$ cat src/rtl/ifm_col_writer_pkg.sv
// Shared definitions for the ifmap column writer: FSM encoding, default
// widths and a constant-evaluable clog2 helper.
package ifm_col_writer_pkg;

  localparam int unsigned IFM_DATA_WIDTH = 8;
  localparam int unsigned IFM_ADDR_WIDTH = 6;

  typedef enum logic [1:0] {
    ST_IDLE = 2'd0,
    ST_LOAD = 2'd1,
    ST_PAD  = 2'd2,
    ST_DONE = 2'd3
  } ifm_state_e;

  // Ceiling log2, never less than 1 so a single-entry counter still has a bit.
  function automatic int unsigned ifm_clog2(input int unsigned value);
    int unsigned res;
    res = 0;
    for (int unsigned i = 0; i < 32; i++) begin
      if ((64'(1) << i) < 64'(value)) res = i + 1;
    end
    return (res == 0) ? 1 : res;
  endfunction

endpackage

$ cat src/rtl/ifm_col_writer_if.sv
// Stream-in / bank-write bundle of the ifmap column writer.
// master: upstream source and bank side; slave: the writer itself.
interface ifm_col_writer_if
  import ifm_col_writer_pkg::*;
#(
  parameter int unsigned DATA_WIDTH = IFM_DATA_WIDTH,
  parameter int unsigned ADDR_WIDTH = IFM_ADDR_WIDTH,
  parameter int unsigned NUM_COL    = 4
);

  logic                  in_valid;
  logic [DATA_WIDTH-1:0] in_data;
  logic                  in_ready;
  logic [NUM_COL-1:0]    write_req;
  logic [ADDR_WIDTH-1:0] write_addr;
  logic [DATA_WIDTH-1:0] write_data;

  modport master (
    output in_valid,
    output in_data,
    input  in_ready,
    input  write_req,
    input  write_addr,
    input  write_data
  );

  modport slave (
    input  in_valid,
    input  in_data,
    output in_ready,
    output write_req,
    output write_addr,
    output write_data
  );

endinterface

$ cat src/rtl/ifm_wr_addr_gen.sv
// Column-major address walker: addr_cnt runs 0..LEN-1, then col_cnt
// advances; both wrap back to 0 after the last column.
module ifm_wr_addr_gen
  import ifm_col_writer_pkg::*;
#(
  parameter int unsigned ADDR_WIDTH = IFM_ADDR_WIDTH,
  parameter int unsigned NUM_COL    = 4,
  parameter int unsigned COL_W      = ifm_clog2(NUM_COL),
  parameter int unsigned LEN        = 36
) (
  input  logic                  clk,
  input  logic                  rst,
  input  logic                  clk_en,
  input  logic                  clear,
  input  logic                  step,
  output logic [ADDR_WIDTH-1:0] addr_cnt,
  output logic [COL_W-1:0]      col_cnt,
  output logic                  wrap_c,
  output logic                  last_c
);

  logic col_last_c;

  // End-of-column and end-of-block flags for the current position
  always_comb begin
    wrap_c     = (addr_cnt == ADDR_WIDTH'(LEN - 1));
    col_last_c = (col_cnt == COL_W'(NUM_COL - 1));
    last_c     = wrap_c & col_last_c;
  end

  // Counter pair; frozen whenever the clock enable is low
  always_ff @(posedge clk or posedge rst) begin
    if (rst) begin
      addr_cnt <= '0;
      col_cnt  <= '0;
    end else if (clk_en) begin
      if (clear) begin
        addr_cnt <= '0;
        col_cnt  <= '0;
      end else if (step) begin
        if (wrap_c) begin
          addr_cnt <= '0;
          col_cnt  <= col_last_c ? '0 : col_cnt + COL_W'(1);
        end else begin
          addr_cnt <= addr_cnt + ADDR_WIDTH'(1);
        end
      end
    end
  end

endmodule

$ cat src/rtl/ifm_col_writer.sv
// Ifmap column writer: accepts a streamed block and scatters it column-major
// into NUM_COL bank write ports with one cycle of write latency.
// Optional build macro IFM_WR_ZERO_PAD_EN appends PAD_LEN zero words to every
// column after the block, before done is raised.
module ifm_col_writer
  import ifm_col_writer_pkg::*;
#(
  parameter int unsigned DATA_WIDTH = IFM_DATA_WIDTH,
  parameter int unsigned ADDR_WIDTH = IFM_ADDR_WIDTH,
  parameter int unsigned NUM_COL    = 4,
  parameter int unsigned COL_LEN    = 36
`ifdef IFM_WR_ZERO_PAD_EN
  ,
  parameter int unsigned PAD_LEN    = 2
`endif
) (
  input  logic             clk,
  input  logic             rst,
  input  logic             clk_en,
  input  logic             start,
  ifm_col_writer_if.slave  bus,
  output logic             busy,
  output logic             done
);

  localparam int unsigned COL_W = ifm_clog2(NUM_COL);

  localparam logic [1:0] IDLE = ST_IDLE;
  localparam logic [1:0] LOAD = ST_LOAD;
`ifdef IFM_WR_ZERO_PAD_EN
  localparam logic [1:0] PAD  = ST_PAD;
`endif
  localparam logic [1:0] DONE = ST_DONE;

  localparam logic [NUM_COL-1:0] REQ_ONE = NUM_COL'(1);

  logic [1:0]            state_q, state_d;
  logic [NUM_COL-1:0]    wr_req_q, wr_req_d;
  logic [ADDR_WIDTH-1:0] wr_addr_q, wr_addr_d;
  logic [DATA_WIDTH-1:0] wr_data_q, wr_data_d;
  logic                  busy_q, busy_d;
  logic                  done_q, done_d;

  logic                  accept_c;
  logic                  load_clr_c;
  logic [ADDR_WIDTH-1:0] addr_cnt;
  logic [COL_W-1:0]      col_cnt;
  logic                  blk_wrap_unused;
  logic                  blk_last_c;

  // Handshake: ready only while loading and the clock is enabled
  always_comb begin
    bus.in_ready = (state_q == LOAD) & clk_en;
    accept_c     = bus.in_ready & bus.in_valid;
    load_clr_c   = (state_q == IDLE) & start & clk_en;
  end

  ifm_wr_addr_gen #(
    .ADDR_WIDTH (ADDR_WIDTH),
    .NUM_COL    (NUM_COL),
    .COL_W      (COL_W),
    .LEN        (COL_LEN)
  ) u_blk_addr (
    .clk      (clk),
    .rst      (rst),
    .clk_en   (clk_en),
    .clear    (load_clr_c),
    .step     (accept_c),
    .addr_cnt (addr_cnt),
    .col_cnt  (col_cnt),
    .wrap_c   (blk_wrap_unused),
    .last_c   (blk_last_c)
  );

`ifdef IFM_WR_ZERO_PAD_EN
  logic                  pad_step_c;
  logic [ADDR_WIDTH-1:0] pad_addr;
  logic [COL_W-1:0]      pad_col;
  logic                  pad_wrap_unused;
  logic                  pad_last_c;

  // Pad walker advances once per enabled cycle spent in PAD
  always_comb begin
    pad_step_c = (state_q == PAD) & clk_en;
  end

  ifm_wr_addr_gen #(
    .ADDR_WIDTH (ADDR_WIDTH),
    .NUM_COL    (NUM_COL),
    .COL_W      (COL_W),
    .LEN        (PAD_LEN)
  ) u_pad_addr (
    .clk      (clk),
    .rst      (rst),
    .clk_en   (clk_en),
    .clear    (load_clr_c),
    .step     (pad_step_c),
    .addr_cnt (pad_addr),
    .col_cnt  (pad_col),
    .wrap_c   (pad_wrap_unused),
    .last_c   (pad_last_c)
  );
`endif

  // Next state and next values of the registered write port / status
  always_comb begin
    state_d   = state_q;
    wr_req_d  = '0;
    wr_addr_d = wr_addr_q;
    wr_data_d = wr_data_q;
    done_d    = 1'b0;

    case (state_q)
      IDLE: begin
        if (start) state_d = LOAD;
      end
      LOAD: begin
        if (accept_c) begin
          wr_req_d  = REQ_ONE << col_cnt;
          wr_addr_d = addr_cnt;
          wr_data_d = bus.in_data;
`ifdef IFM_WR_ZERO_PAD_EN
          if (blk_last_c) state_d = PAD;
`else
          done_d = blk_last_c;
          if (blk_last_c) state_d = DONE;
`endif
        end
      end
`ifdef IFM_WR_ZERO_PAD_EN
      PAD: begin
        wr_req_d  = REQ_ONE << pad_col;
        wr_addr_d = ADDR_WIDTH'(COL_LEN) + pad_addr;
        wr_data_d = '0;
        done_d    = pad_last_c;
        if (pad_last_c) state_d = DONE;
      end
`endif
      DONE: begin
        state_d = IDLE;
      end
      default: begin
        state_d = IDLE;
      end
    endcase

    busy_d = (state_d != IDLE);
  end

  // State register
  always_ff @(posedge clk or posedge rst) begin
    if (rst) begin
      state_q <= IDLE;
    end else if (clk_en) begin
      state_q <= state_d;
    end
  end

  // Registered write port and status; updates only on enabled cycles
  always_ff @(posedge clk or posedge rst) begin
    if (rst) begin
      wr_req_q  <= '0;
      wr_addr_q <= '0;
      wr_data_q <= '0;
      busy_q    <= 1'b0;
      done_q    <= 1'b0;
    end else if (clk_en) begin
      wr_req_q  <= wr_req_d;
      wr_addr_q <= wr_addr_d;
      wr_data_q <= wr_data_d;
      busy_q    <= busy_d;
      done_q    <= done_d;
    end
  end

  // Strobe is masked by the enable so a frozen clock cannot repeat a write
  always_comb begin
    bus.write_req  = wr_req_q & {NUM_COL{clk_en}};
    bus.write_addr = wr_addr_q;
    bus.write_data = wr_data_q;
    busy           = busy_q;
    done           = done_q;
  end

endmodule

$ cat src/flat_wrapper.sv
// flat-port wrapper written by rule: the top's interface ports become plain ports
module ifm_col_writer_flat import ifm_col_writer_pkg::*;
#(
  parameter int unsigned DATA_WIDTH = IFM_DATA_WIDTH,
  parameter int unsigned ADDR_WIDTH = IFM_ADDR_WIDTH,
  parameter int unsigned NUM_COL    = 4,
  parameter int unsigned COL_LEN    = 36

)
  (clk, rst, clk_en, start, busy, done, bus_in_valid, bus_in_data, bus_in_ready, bus_write_req, bus_write_addr, bus_write_data);
  ifm_col_writer_if #(.DATA_WIDTH(DATA_WIDTH), .ADDR_WIDTH(ADDR_WIDTH), .NUM_COL(NUM_COL)) bus_i ();
  input  logic clk;
  input  logic rst;
  input  logic clk_en;
  input  logic start;
  output logic busy;
  output logic done;
  input wire logic [$bits(bus_i.in_valid)-1:0] bus_in_valid;
  input wire logic [$bits(bus_i.in_data)-1:0] bus_in_data;
  output wire logic [$bits(bus_i.in_ready)-1:0] bus_in_ready;
  output wire logic [$bits(bus_i.write_req)-1:0] bus_write_req;
  output wire logic [$bits(bus_i.write_addr)-1:0] bus_write_addr;
  output wire logic [$bits(bus_i.write_data)-1:0] bus_write_data;
  assign bus_i.in_valid = bus_in_valid;
  assign bus_i.in_data = bus_in_data;
  assign bus_in_ready = bus_i.in_ready;
  assign bus_write_req = bus_i.write_req;
  assign bus_write_addr = bus_i.write_addr;
  assign bus_write_data = bus_i.write_data;
  ifm_col_writer #(.DATA_WIDTH(DATA_WIDTH), .ADDR_WIDTH(ADDR_WIDTH), .NUM_COL(NUM_COL), .COL_LEN(COL_LEN)) u_core (.clk(clk), .rst(rst), .clk_en(clk_en), .start(start), .bus(bus_i), .busy(busy), .done(done));
endmodule
$ cat config.mk
export PLATFORM = sky130hd
export DESIGN_NAME = ifm_col_writer_flat
export DESIGN_NICKNAME = d
export VERILOG_FILES = /design/src/rtl/ifm_col_writer_pkg.sv /design/src/rtl/ifm_col_writer_if.sv /design/src/rtl/ifm_wr_addr_gen.sv /design/src/rtl/ifm_col_writer.sv /design/src/flat_wrapper.sv
export SDC_FILE = /design/constraint.sdc
export NUM_CORES = 1
export LEC_CHECK = 0
export ABC_AREA = 1
export CAP_MARGIN = 15
export CORE_MARGIN = 5
export CORE_UTILIZATION = 45
export DETAILED_ROUTE_END_ITERATION = 7
export PLACE_DENSITY = 0.72
export SYNTH_ARGS = -nofsm -noshare
export SYNTH_HDL_FRONTEND = slang
export SYNTH_HIERARCHICAL = 1
export SYNTH_SLANG_ARGS = --single-unit
export TNS_END_PERCENT = 20
$ cat constraint.sdc
create_clock -name clk -period 2.05 [get_ports clk]
set_input_delay 0.205 -clock clk [delete_from_list [all_inputs] [get_ports clk]]
set_output_delay 0.205 -clock clk [all_outputs]
set_load 0.005 [all_outputs]
Yosys cells after proc, flatten, opt, wreduce, memory -nomap -nowiden
Index checks and enable logic that the tools add are counted.
- register bits after elaboration: 30
- bits of input ports: 13
- output and inout bits: 21
- logic and storage cells: 42
- add/subtract/negate cells: 2
- equality and inequality tests: 3
- shift-type cells: 1
- multiplexer cells: 15
- bitwise operators: 6
- reduce and logical (&&, ||, !) cells: 7
- operators by type and width (operator ; count):
    2-to-1 mux 6 bit ; 3
    2-to-1 mux 2 bit ; 7
    2-to-1 mux 4 bit ; 2
    adder 6 x 1 -> 6 bit (second input constant) ; 1
    == test 6 bit (second input constant) ; 1
    AND reduction 3 bit ; 2
    nonzero test 2 bit ; 3
    AND 1 bit ; 5
    AND 4 bit ; 1
    one-hot mux 2 bit (2 select lines) ; 1
    left shift 1 x 2 -> 4 bit (first input constant) ; 1
    adder 2 x 1 -> 2 bit (second input constant) ; 1
    == test 2 x 1 -> 1 bit (second input constant) ; 1
    == test 2 bit (second input constant) ; 1
    zero test 2 bit ; 1
    2-to-1 mux 1 bit ; 2
    AND reduction 2 bit ; 1

Logic depth before layout (Yosys ltp)
Gate-level depths: netlist of run 1.
- depth in word-level cells: 6
- gate-level depth with buffers: 13
- gate-level depth less buffers: 11

Hierarchy
Netlist of run 1, hierarchy kept.
- modules (own cells, without submodules) (module ; times used ; cells an instance ; area each (µm²) ; sequential area each (µm²)):
    ifm_col_writer ; 1 ; 117 ; 1032.2 ; 550.5
    ifm_wr_addr_gen ; 1 ; 64 ; 500.5 ; 200.2

Worst setup path before layout of run 1
Ideal clock, no wire load.
- path kind: register -> register
- start point: register u_core.state_q[1]
- end point: register u_core.u_blk_addr.addr_cnt[3]
- library setup time: 0.083 ns
- data arrival time: 1.434 ns
- required time: 1.967 ns
- path slack: 0.533 ns
- stages on the path, launching flop included: 10
- buffers on the path: 2
- clock period less this slack: 1.517 ns
- path through: dfrtp_1 nor2_8 buf_6 nand2_1 nor2_1 nor2_2 nor2_4 buf_6 nand4_1 o21ai_0
- cells in the longest elaborated chain, start to end: 5
- elaborated cells on any way between the ends: 9
- those cells by class: 1 x eq/ne; 1 x mux; 4 x bitwise; 3 x reduce/logical
- RTL lines (what ; line ; text):
    from (decl) ; ifm_col_writer.sv:37 ; logic [1:0] state_q, state_d;
    from (signal assigned) ; ifm_col_writer.sv:155 ; state_q <= state_d;
    zero test 2 bit * ; ifm_col_writer.sv:55 ; load_clr_c = (state_q == IDLE) & start & clk_en;
    AND 1 bit * (2 in a row) ; ifm_col_writer.sv:55 ;
    named net u_core.load_clr_c ; ifm_col_writer.sv:45 ; logic load_clr_c;
    nonzero test 2 bit (no line) ; n/a ;
    AND reduction 2 bit (no line) ; n/a ;
    to (signal assigned) ; ifm_wr_addr_gen.sv:45 ; addr_cnt <= addr_cnt + ADDR_WIDTH'(1);
    to (decl) ; ifm_wr_addr_gen.sv:16 ; output logic [ADDR_WIDTH-1:0] addr_cnt,
The timed path passes the listed nets; every way through them passes the cells marked *.
A chain may end at the register's enable or synchronous reset.

Final worst setup path of run 1
- start point: register u_core.state_q[1]
- end point: output port bus_in_ready
- cells in the longest elaborated chain, start to end: 2
- RTL lines (what ; line ; text):
    == test 2 x 1 -> 1 bit ; ifm_col_writer.sv:53 ; bus.in_ready = (state_q == LOAD) & clk_en;
    AND 1 bit ; ifm_col_writer.sv:53 ;
    to (decl) ; flat_wrapper.sv:20 ; output wire logic [$bits(bus_i.in_ready)-1:0] bus_in_ready;
No other way between the ends.

==> metrics.cfg, run 1 <==
[drt]
drt_first_pass_iters = 4
post_route_ant_nets = 0
vias_per_cell = 4.90
vias = 1303
post_drt_wl_per_cell_um = 12.2
drcViolationCount = 0
finalWirelength_um = 3260
dr.first_iter.drc_count = 48

[floorplanning]
core.rowCount = 21
dieHeight_um = 68.4
total_i_o_pin_count = 34
die_area_mm2 = 0.00467
die_w_um = 68.4
initial_core_utilization_pct = 46.3
core_area_mm2 = 0.00331

[yosys]
yosysWarnings = 6
synth_seq_cells = 30
synth_area_mm2 = 0.00153
syn_area_per_cell_um2 = 8.47
yosys.cell_types.count = 22
synthesis.instances = 181
synth-seq-area-share_pct = 49.0
synth_net_count = 196

[sta]
max_slew_margin_pct = 70.6
fin_crit_share_pct = 89.0
maxSlewViolCount = 0
finalClockSkew_ps = 6.92
maximum_clock_frequency_ghz = 0.548
unrepaired_setup_endpoints_after_global_routing = false
final.setup.tns_ps = 0
timing.final.setup_violations = 0
final_period_minus_worst_setup_slack_ps = 1820
finalHoldViolations = 0
worst_slew_pin_slew_ps = 441

[cells_and_area]
synthToLayoutAreaGrowth_pct = 29.3
multi_input_comb_area_um2 = 609
final_net_count = 235
antenna-diode-count = 0
final-seq-area_um2 = 751
fraction_of_final_layout_cells_with_drive_strength_greater_than_1_pct = 11.4
fillerInstances = 321

[setup_path]
worstSetupStartpointType = flip-flop
critPathRequiredTime_ps = 1850
worst_setup_path_endpoint = bus_in_ready
crit_start = u_core/state_q[1]
rr_startpoint = u_core/state_q[1]
worst_r2r_endpoint = u_core/u_blk_addr/addr_cnt[0]
worstPathArrival_ps = 1620
path_class = flip-flop to primary output
worstPathMaxFanout = 10
worst_r2r_path_depth = 8
worst-r2r-setup-slack_ps = 440
worst_setup_path_end_kind = primary output

[clock_tree]
postCtsSetupRepairBufs = 0
maximum_clock_insertion_buffer_count = 2
worst_skew_pair.late_latency_ps = 320
clkSlewWorstSetupHoldPaths_ps = 90
numCtsBuffers = 5
cts_resized = 0
cts_root_buffer = clkbuf_4
cts_tree = done
cts-hold-fix-buffers = 0
clock-sinks = 30
cts_htree_levels = 2

[placement]
hpwlAfterDp_um = 2430
gpl_wtd_cong = 0.838
io_buffer_count = 33

[grt]
number_of_global_route_vias_before_repair = 1218
global_route.usage.total_pct = 15.9
grt_antenna_before_repair = 0
wire_length_of_the_first_global_routing_pass_um = 5490
grt_start_max_net_pins = 23
grt-ovfl-total = 0

[worst_hold_path]
min-delay-path-class = primary input to asynchronous set/reset pin

[power]
leakage_nw = 0.995
pd_cells_mw_per_mm2 = 919
maximum_vdd_drop_uv = 462
fin_total_pwr_mw = 1.82

[outcome]
status = finished clean

[run]
drv_cap = 0

==> worst max-delay path, cell delays in order (launching register included) <==
cell and delay [ps]:
dfrtp_1 470, nor2_8 200, nand2_1 70, inv_1 60, clkdlybuf4s50_1 500
==> worst min-delay path by stage <==
stage | endpoint | cells after the start | from
final | u_core/u_blk_addr/addr_cnt[1] | 2 | rst
after global routing | u_core/u_blk_addr/addr_cnt[2] | 2 | rst
after CTS | u_core/u_blk_addr/col_cnt[0] | 2 | rst
after detailed placement | u_core/bus.write_addr[0] | 2 | u_core/bus.write_addr[0]
after global placement | u_core/bus.write_data[3] | 2 | u_core/bus.write_data[3]
after floorplan | u_core/u_blk_addr/addr_cnt[0] | 1 | rst
==> flip-flops by register name, summed over array words and instances (netlist names) <==
signal	count
u_core/state_q	2
u_core/bus.write_data	8
u_core/wr_req_q	4
u_core/bus.write_addr	6
u_core/u_blk_addr/col_cnt	2
u_core/done	1
u_core/u_blk_addr/addr_cnt	6
u_core/busy	1
==> cells by family (layout without fill, tap and decap cells) <==
| kind of cell | count (synthesis) | in the layout | synth area share, % |
|---|---|---|---|
| and+or+nand+nor | 103 | 103 | 33.3 |
| buffers and inverters | 34 | 73 | 11.3 |
| DFF | 30 | 30 | 49.0 |
| AOI/OAI and AO/OA | 11 | 11 | 4.24 |
| adders and majority gates | 2 | 2 | 1.63 |
| xor gates and xnor gates | 1 | 1 | 0.572 |
==> synthesized netlist by cell type <==
library cell	instances	area share, %
buf_2	1	0.33
nand2_1	60	15
xor2_1	1	0.57
nor3_1	1	0.33
o21bai_1	4	2.0
inv_1	24	5.9
nor2_2	3	1.2
nand4_2	1	0.82
inv_2	1	0.24
nand2_2	2	0.82
buf_6	4	2.9
buf_4	3	1.5
nor2_1	7	1.7
inv_4	1	0.41
nor2_8	1	1.3
nand4_4	1	1.4
o21ai_0	7	2.3
nand4_1	22	9.0
dfrtp_1	30	49
ha_1	2	1.6
nand3_1	4	1.3
nor2_4	1	0.73
==> area by class of cell <==
type / instances / share of cell area [%]
Multi-Input combinational cell: 117 / 30.7
Timing Repair Buffer: 40 / 19.3
Clock inverter: 1 / 1.52
Tap cell: 46 / 2.90
Clock buffer: 6 / 2.59
Sequential cell: 30 / 37.9
Inverter: 26 / 5.05
==> placed cells by master (no fill, tap or decap), types with 4 or more instances in the layout <==
cell type / count
clkbuf_4: 5
inv_1: 24
buf_4: 7
dfrtp_1: 30
nor2_1: 7
nand2_1: 60
nand4_1: 22
nand3_1: 4
o21bai_1: 4
clkdlybuf4s50_1: 33
o21ai_0: 7
==> metrics by stage <==
step                util [%]  instances  area, um^2  hold slack, ps  worst slack (ps)
finish                  59.9        266        1980             141               226
floorplan                  -        181        1530            20.7               533
global route            59.9        266        1980             166               121
detailed placement      57.4        259        1900             465               130
CTS                     59.9        266        1980             145               199
global placement        57.4        259        1900             464               236
==> report_power, final <==
part	internal, mW	leakage (nW)	switching, mW
logic	0.262	0.564	0.230
clock network	0.284	0.0443	0.198
registers	0.720	0.387	0.127
total	1.27	0.995	0.556
==> per-layer routing <==
layer	GRT usage, %	part of all wire (%)	vias to the layer above
met4	8.44	1.6	0
met3	3.94	4.2	5
met2	23.1	48	26
li1	-	-	659
met5	0	0	-
met1	21.7	47	613
No activity file was read; power rests on OpenSTA's default activity.
==> inputs of run 2 (changes only) <==
--- a/config.mk
+++ b/config.mk
@@ -10,7 +10,8 @@
 export CORE_MARGIN = 5
 export CORE_UTILIZATION = 45
 export DETAILED_ROUTE_END_ITERATION = 7
-export PLACE_DENSITY = 0.72
+export GPL_TIMING_DRIVEN = 0
+export PLACE_DENSITY_LB_ADDON = 0.08
 export SYNTH_ARGS = -nofsm -noshare
 export SYNTH_HDL_FRONTEND = slang
 export SYNTH_HIERARCHICAL = 1
==> metrics.cfg, run 2 (synthesis results as in run 1) <==
[floorplanning]
initial_core_utilization_pct = 46.3
core_area_mm2 = 0.00331
die_area_mm2 = 0.00467
die_w_um = 68.4
dieHeight_um = 68.4
total_i_o_pin_count = 34
core.rowCount = 21

[setup_path]
worstSetupStartpointType = primary input
path_class = primary input to primary output
critPathTopFamily = buffers and inverters
worstPathCellList = clkdlybuf4s50_1 > buf_6 > inv_4 > nor2_8 > buf_6 > nand2_1 > inv_1 > clkdlybuf4s50_1
critical-path-slowest-cell = clkdlybuf4s50_1
worst-path-buf-inv = 6
crit_start = clk_en
worst_r2r_endpoint = u_core/u_blk_addr/col_cnt[1]
worstPathMaxFanout = 10
worst_r2r_path_depth = 9
critPathRequiredTime_ps = 1850
rr_startpoint = u_core/state_q[1]
largest_stage_delay_worst_path_ps = 490
worst_setup_path_end_kind = primary output
worstPathArrival_ps = 1780
worst-r2r-setup-slack_ps = 370

[drt]
vias = 1318
vias_per_cell = 4.83
post_drt_wl_per_cell_um = 12.6
finalWirelength_um = 3440
drt_first_pass_iters = 4
post_route_ant_nets = 0
dr.first_iter.drc_count = 36
drcViolationCount = 0

[sta]
fin_hold_ws_ps = 162
final_worst_setup_slack_ps = 68.5
finalClockSkew_ps = 6.36
worst_slew_pin_slew_ps = 850
maximum_clock_frequency_ghz = 0.505
final_period_minus_worst_setup_slack_ps = 1980
fin_crit_share_pct = 96.7
timing.final.setup_violations = 0
unrepaired_setup_endpoints_after_global_routing = false
maxSlewViolCount = 0
finalHoldViolations = 0
max_slew_margin_pct = 43.3

[cells_and_area]
layout_common_cells = nand2_1, clkdlybuf4s50_1, dfrtp_1, inv_1, nand4_1
synthToLayoutAreaGrowth_pct = 31.9
multi_input_comb_area_um2 = 609
final-seq-area_um2 = 751
final_net_count = 243
fraction_of_final_layout_cells_with_drive_strength_greater_than_1_pct = 14.5
largest_register_ffs = 8
mostFrequentLayoutCell = nand2_1
antenna-diode-count = 0
fillerInstances = 301

[outcome]
status = finished clean

[grt]
wire_length_of_the_first_global_routing_pass_um = 5780
grt-ovfl-total = 0
grt_antenna_before_repair = 0
global_route.usage.total_pct = 16.8
number_of_global_route_vias_before_repair = 1282
grt_start_max_net_pins = 23

[clock_tree]
clock-sinks = 30
clkSlewWorstSetupHoldPaths_ps = 90
cts_tree = done
cts_resized = 0
worst_skew_pair.late_latency_ps = 320
cts_root_buffer = clkbuf_4
cts_htree_levels = 2
numCtsBuffers = 5
maximum_clock_insertion_buffer_count = 2

[power]
switching_share_pct = 32.3
pd_cells_mw_per_mm2 = 839
intPower_mw = 1.15
maximum_vdd_drop_uv = 432
p_sw_mw = 0.548
p_comb_share_pct = 30.4
clock_power_share_pct = 20.1
sequentialPowerShare_pct = 49.5
leakage_nw = 1.02

[placement]
pre_cts_slack_ps = -105
io_buffer_count = 32
gpl_wtd_cong = 0.796
hpwlAfterDp_um = 2510

[worst_hold_path]
min-delay-path-class = primary input to asynchronous set/reset pin

[run]
drv_cap = 0

run 2: what timing repair did:
item	4_1_cts	5_1_grt
hold buffers	0	0
buffers inserted	0	8
setup endpoints to repair	0	1
run 2: layout make-up:
class | count | share of cell area [%]
Sequential cell | 30 | 37.1
Multi-Input combinational cell | 117 | 30.1
Timing Repair Buffer | 40 | 18.8
Inverter | 26 | 4.95
Buffer | 8 | 3.59
Tap cell | 46 | 2.85
Clock buffer | 6 | 2.54
run 2: worst max-delay path by stage:
| stage | end | slack [ps] | cells past startpoint |
|---|---|---|---|
| final | bus_in_ready | 70 | 8 |
| after global routing | bus_in_ready | 2 | 8 |
| after CTS | bus_in_ready | 30 | 8 |
| after detailed placement | u_core/u_blk_addr/addr_cnt[2] | -100 | 12 |
| after global placement | u_core/u_blk_addr/addr_cnt[3] | -100 | 12 |
| after floorplan | u_core/u_blk_addr/addr_cnt[3] | 530 | 9 |
run 2: power by group through the flow:
| stage | logic, mW | registers, mW | clock network (mW) |
|---|---|---|---|
| after detailed placement | 0.506 | 0.853 | 0 |
| after floorplan | 0.262 | 0.834 | 0 |
| final | 0.515 | 0.840 | 0.341 |
| after global routing | 0.584 | 0.863 | 0.382 |
| after global placement | 0.495 | 0.844 | 0 |
| after CTS | 0.511 | 0.841 | 0.353 |
run 2: layer usage:
| layer | vias up | routed length [um] | global-route usage [%] |
|---|---|---|---|
| met4 | 0 | 56 | 6.70 |
| met5 | - | 0 | 0 |
| met1 | 607 | 1520 | 19.2 |
| met3 | 7 | 183 | 4.43 |
| met2 | 31 | 1680 | 29.7 |
| li1 | 673 | - | - |
run 2: stage by stage:
| step | total power, mW | TNS [ps] | instances | cell area (um^2) | util (%) |
|---|---|---|---|---|---|
| floorplan | 1.10 | 0 | 181 | 1530 | - |
| global placement | 1.34 | -564 | 259 | 1910 | 57.7 |
| detailed placement | 1.36 | -637 | 259 | 1910 | 57.7 |
| finish | 1.70 | 0 | 273 | 2020 | 61.1 |
| global route | 1.83 | 0 | 273 | 2020 | 61.1 |
| CTS | 1.71 | 0 | 265 | 1960 | 59.3 |
==> inputs of run 3 (changes only) <==
--- a/config.mk
+++ b/config.mk
@@ -5,15 +5,14 @@
 export SDC_FILE = /design/constraint.sdc
 export NUM_CORES = 1
 export LEC_CHECK = 0
-export ABC_AREA = 1
 export CAP_MARGIN = 15
 export CORE_MARGIN = 5
 export CORE_UTILIZATION = 45
 export DETAILED_ROUTE_END_ITERATION = 7
 export GPL_TIMING_DRIVEN = 0
 export PLACE_DENSITY_LB_ADDON = 0.08
+export RECOVER_POWER = 100
 export SYNTH_ARGS = -nofsm -noshare
 export SYNTH_HDL_FRONTEND = slang
-export SYNTH_HIERARCHICAL = 1
 export SYNTH_SLANG_ARGS = --single-unit
 export TNS_END_PERCENT = 20
==> metrics.cfg, run 3 <==
[clock_tree]
worst_skew_pair.late_latency_ps = 320
clock-sinks = 30
cts_root_buffer = clkbuf_4
clkSlewWorstSetupHoldPaths_ps = 90
numCtsBuffers = 5
maximum_clock_insertion_buffer_count = 2
cts_resized = 0
cts-hold-fix-buffers = 0
cts_htree_levels = 2
cts_tree = done
postCtsSetupRepairBufs = 0

[sta]
fin_crit_share_pct = 93.0
worst_slew_pin_slew_ps = 859
unrepaired_setup_endpoints_after_global_routing = false
maxSlewViolCount = 0
finalClockSkew_ps = 7.33
max_slew_margin_pct = 42.7
final_period_minus_worst_setup_slack_ps = 1910
finalHoldViolations = 0
timing.final.setup_violations = 0
maximum_clock_frequency_ghz = 0.524

[cells_and_area]
mostFrequentLayoutCell = nand2_1
fraction_of_final_layout_cells_with_drive_strength_greater_than_1_pct = 9.33
antenna-diode-count = 0
synthToLayoutAreaGrowth_pct = 30.8
largest_register_ffs = 8
final_net_count = 210
final-seq-area_um2 = 751
fillerInstances = 277
multi_input_comb_area_um2 = 588
layout_common_cells = nand2_1, dfrtp_1, dlygate4sd3_1, clkdlybuf4s50_1, inv_1
layout.core_utilization_pct = 61.6

[placement]
hpwlAfterDp_um = 2280
io_buffer_count = 33
gpl_wtd_cong = 0.870

[yosys]
yosysWarnings = 0
yosys-top-cells-count = nand2_1, dfrtp_1, inv_1
synth_net_count = 170
synth_area_leader_cell = dfrtp_1
synthMostInstantiatedCell = nand2_1
synth_area_mm2 = 0.00144
synthesis.instances = 152
netlist_top_cells_area = dfrtp_1, nand2_1, ha_1
synth_top_area_share_pct = 52.3
synth-seq-area-share_pct = 52.3
synth_seq_cells = 30
syn_area_per_cell_um2 = 9.45
most_frequently_used_flop_master_after_synthesis = dfrtp_1
number_of_flops_mapped_to_enable_cells_by_yosys = 0
ys_async_sr_fraction_pct = 100
yosys.cell_types.count = 30

[power]
clock_power_share_pct = 24.7
pd_cells_mw_per_mm2 = 781
p_comb_share_pct = 23.8
fin_total_pwr_mw = 1.47
maximum_vdd_drop_uv = 381
leakage_nw = 0.863
p_sw_mw = 0.433
sequentialPowerShare_pct = 51.5
intPower_mw = 1.04
switching_share_pct = 29.5

[grt]
global_route.usage.total_pct = 16.0
grt-ovfl-total = 0
wire_length_of_the_first_global_routing_pass_um = 5260
grt_antenna_before_repair = 0
number_of_global_route_vias_before_repair = 1106
grt_start_max_net_pins = 31

[setup_path]
path_class = primary input to primary output
worstPathArrival_ps = 1700
critical-path-slowest-cell = dlygate4sd3_1
worstSetupStartpointType = primary input
critPathRequiredTime_ps = 1850
worst_setup_path_end_kind = primary output
worst_r2r_path_depth = 4
largest_stage_delay_worst_path_ps = 590
worstPathMaxFanout = 19
worstPathCellList = dlygate4sd3_1 > buf_4 > and3_2 > clkdlybuf4s50_1

[floorplanning]
die_area_mm2 = 0.00442
dieHeight_um = 66.5
core_area_mm2 = 0.00305
die_w_um = 66.5
core.rowCount = 20
initial_core_utilization_pct = 47.0
total_i_o_pin_count = 34

[drt]
drt_first_pass_iters = 4
vias = 1176
finalWirelength_um = 3100
post_route_ant_nets = 0
drcViolationCount = 0
dr.first_iter.drc_count = 28
post_drt_wl_per_cell_um = 13.1
vias_per_cell = 4.96

[outcome]
status = finished clean

[run]
drv_cap = 0

[worst_hold_path]
min-delay-path-class = primary input to asynchronous set/reset pin

## run 3: changes by cell type after synthesis, sizes merged, moves of 3 or more
cell,change
a21oi,+9
and2,+4
ha,+3
inv,-15
nand2,-14
nand4,-22
nor2,-11
o21bai,-4
o31ai,+6
or4,+3
## run 3: cells by family after synthesis
group,synth area share (%)
AND/OR/NAND/NOR,24.5
flip-flops,52.3
AO/OA/AOI/OAI,11.1
buffers and inverters,6.79
adder cells (fa/ha/maj),4.36
multiplexers,0.958
## run 3: final timing paths
kind                                                  to                          start  slack, ps
max                                         bus_in_ready                         clk_en        140
min                        u_core.u_blk_addr.addr_cnt[0]                            rst        370
max reg2reg                u_core.u_blk_addr.addr_cnt[2]  u_core.u_blk_addr.addr_cnt[0]        320
min reg2reg                     u_core.bus.write_data[7]       u_core.bus.write_data[7]        470
max in group asynchronous       u_core.bus.write_data[1]                            rst        520
min in group clk                u_core.bus.write_data[6]                 bus_in_data[6]        410
## run 3: area by class of cell
class | instances | share of cell area (%)
inverter | 11 | 2.20
buffer | 7 | 2.66
sequential | 30 | 39.9
clock inverter | 1 | 0.266
tap | 44 | 2.93
timing repair buffer | 34 | 17.8
clock buffer | 7 | 2.93
multi-input combinational | 103 | 31.3
## run 3: worst max-delay path, delay by kind of cell
family | cells | cell delay, ps
and+or+nand+nor | 1 | 190
buffers and inverters | 3 | 1300
## run 3: power groups by stage
stage	Sequential, mW	Combinational (mW)	Clock (mW)
2_1_floorplan	0.764	0.183	0
3_3_place_gp	0.765	0.368	0
3_5_place_dp	0.771	0.378	0
4_1_cts	0.759	0.378	0.379
5_1_grt	0.770	0.398	0.409
6_report	0.756	0.349	0.363
## run 3: through the flow
step                area [um^2]  setup WS [ps]  hold slack [ps]  TNS (ps)  instances
floorplan                  1440            533              296         0        152
global placement           1820          -12.5              456     -31.4        229
detailed placement         1820          -18.2              462     -38.0        229
CTS                        1880            209              386         0        236
global route               1880            103              385         0        237
finish                     1880            143              372         0        237
## run 3: metal layers
layer / track usage, % / vias to the layer above / part of all wire, % / wire [um]
met1: 19.5 / 552 / 44 / 1350
li1: - / 590 / - / -
met5: 0 / - / 0 / 0
met3: 5.40 / 5 / 5.9 / 182
met4: 6.09 / 0 / 1.5 / 45
met2: 26.0 / 29 / 49 / 1510
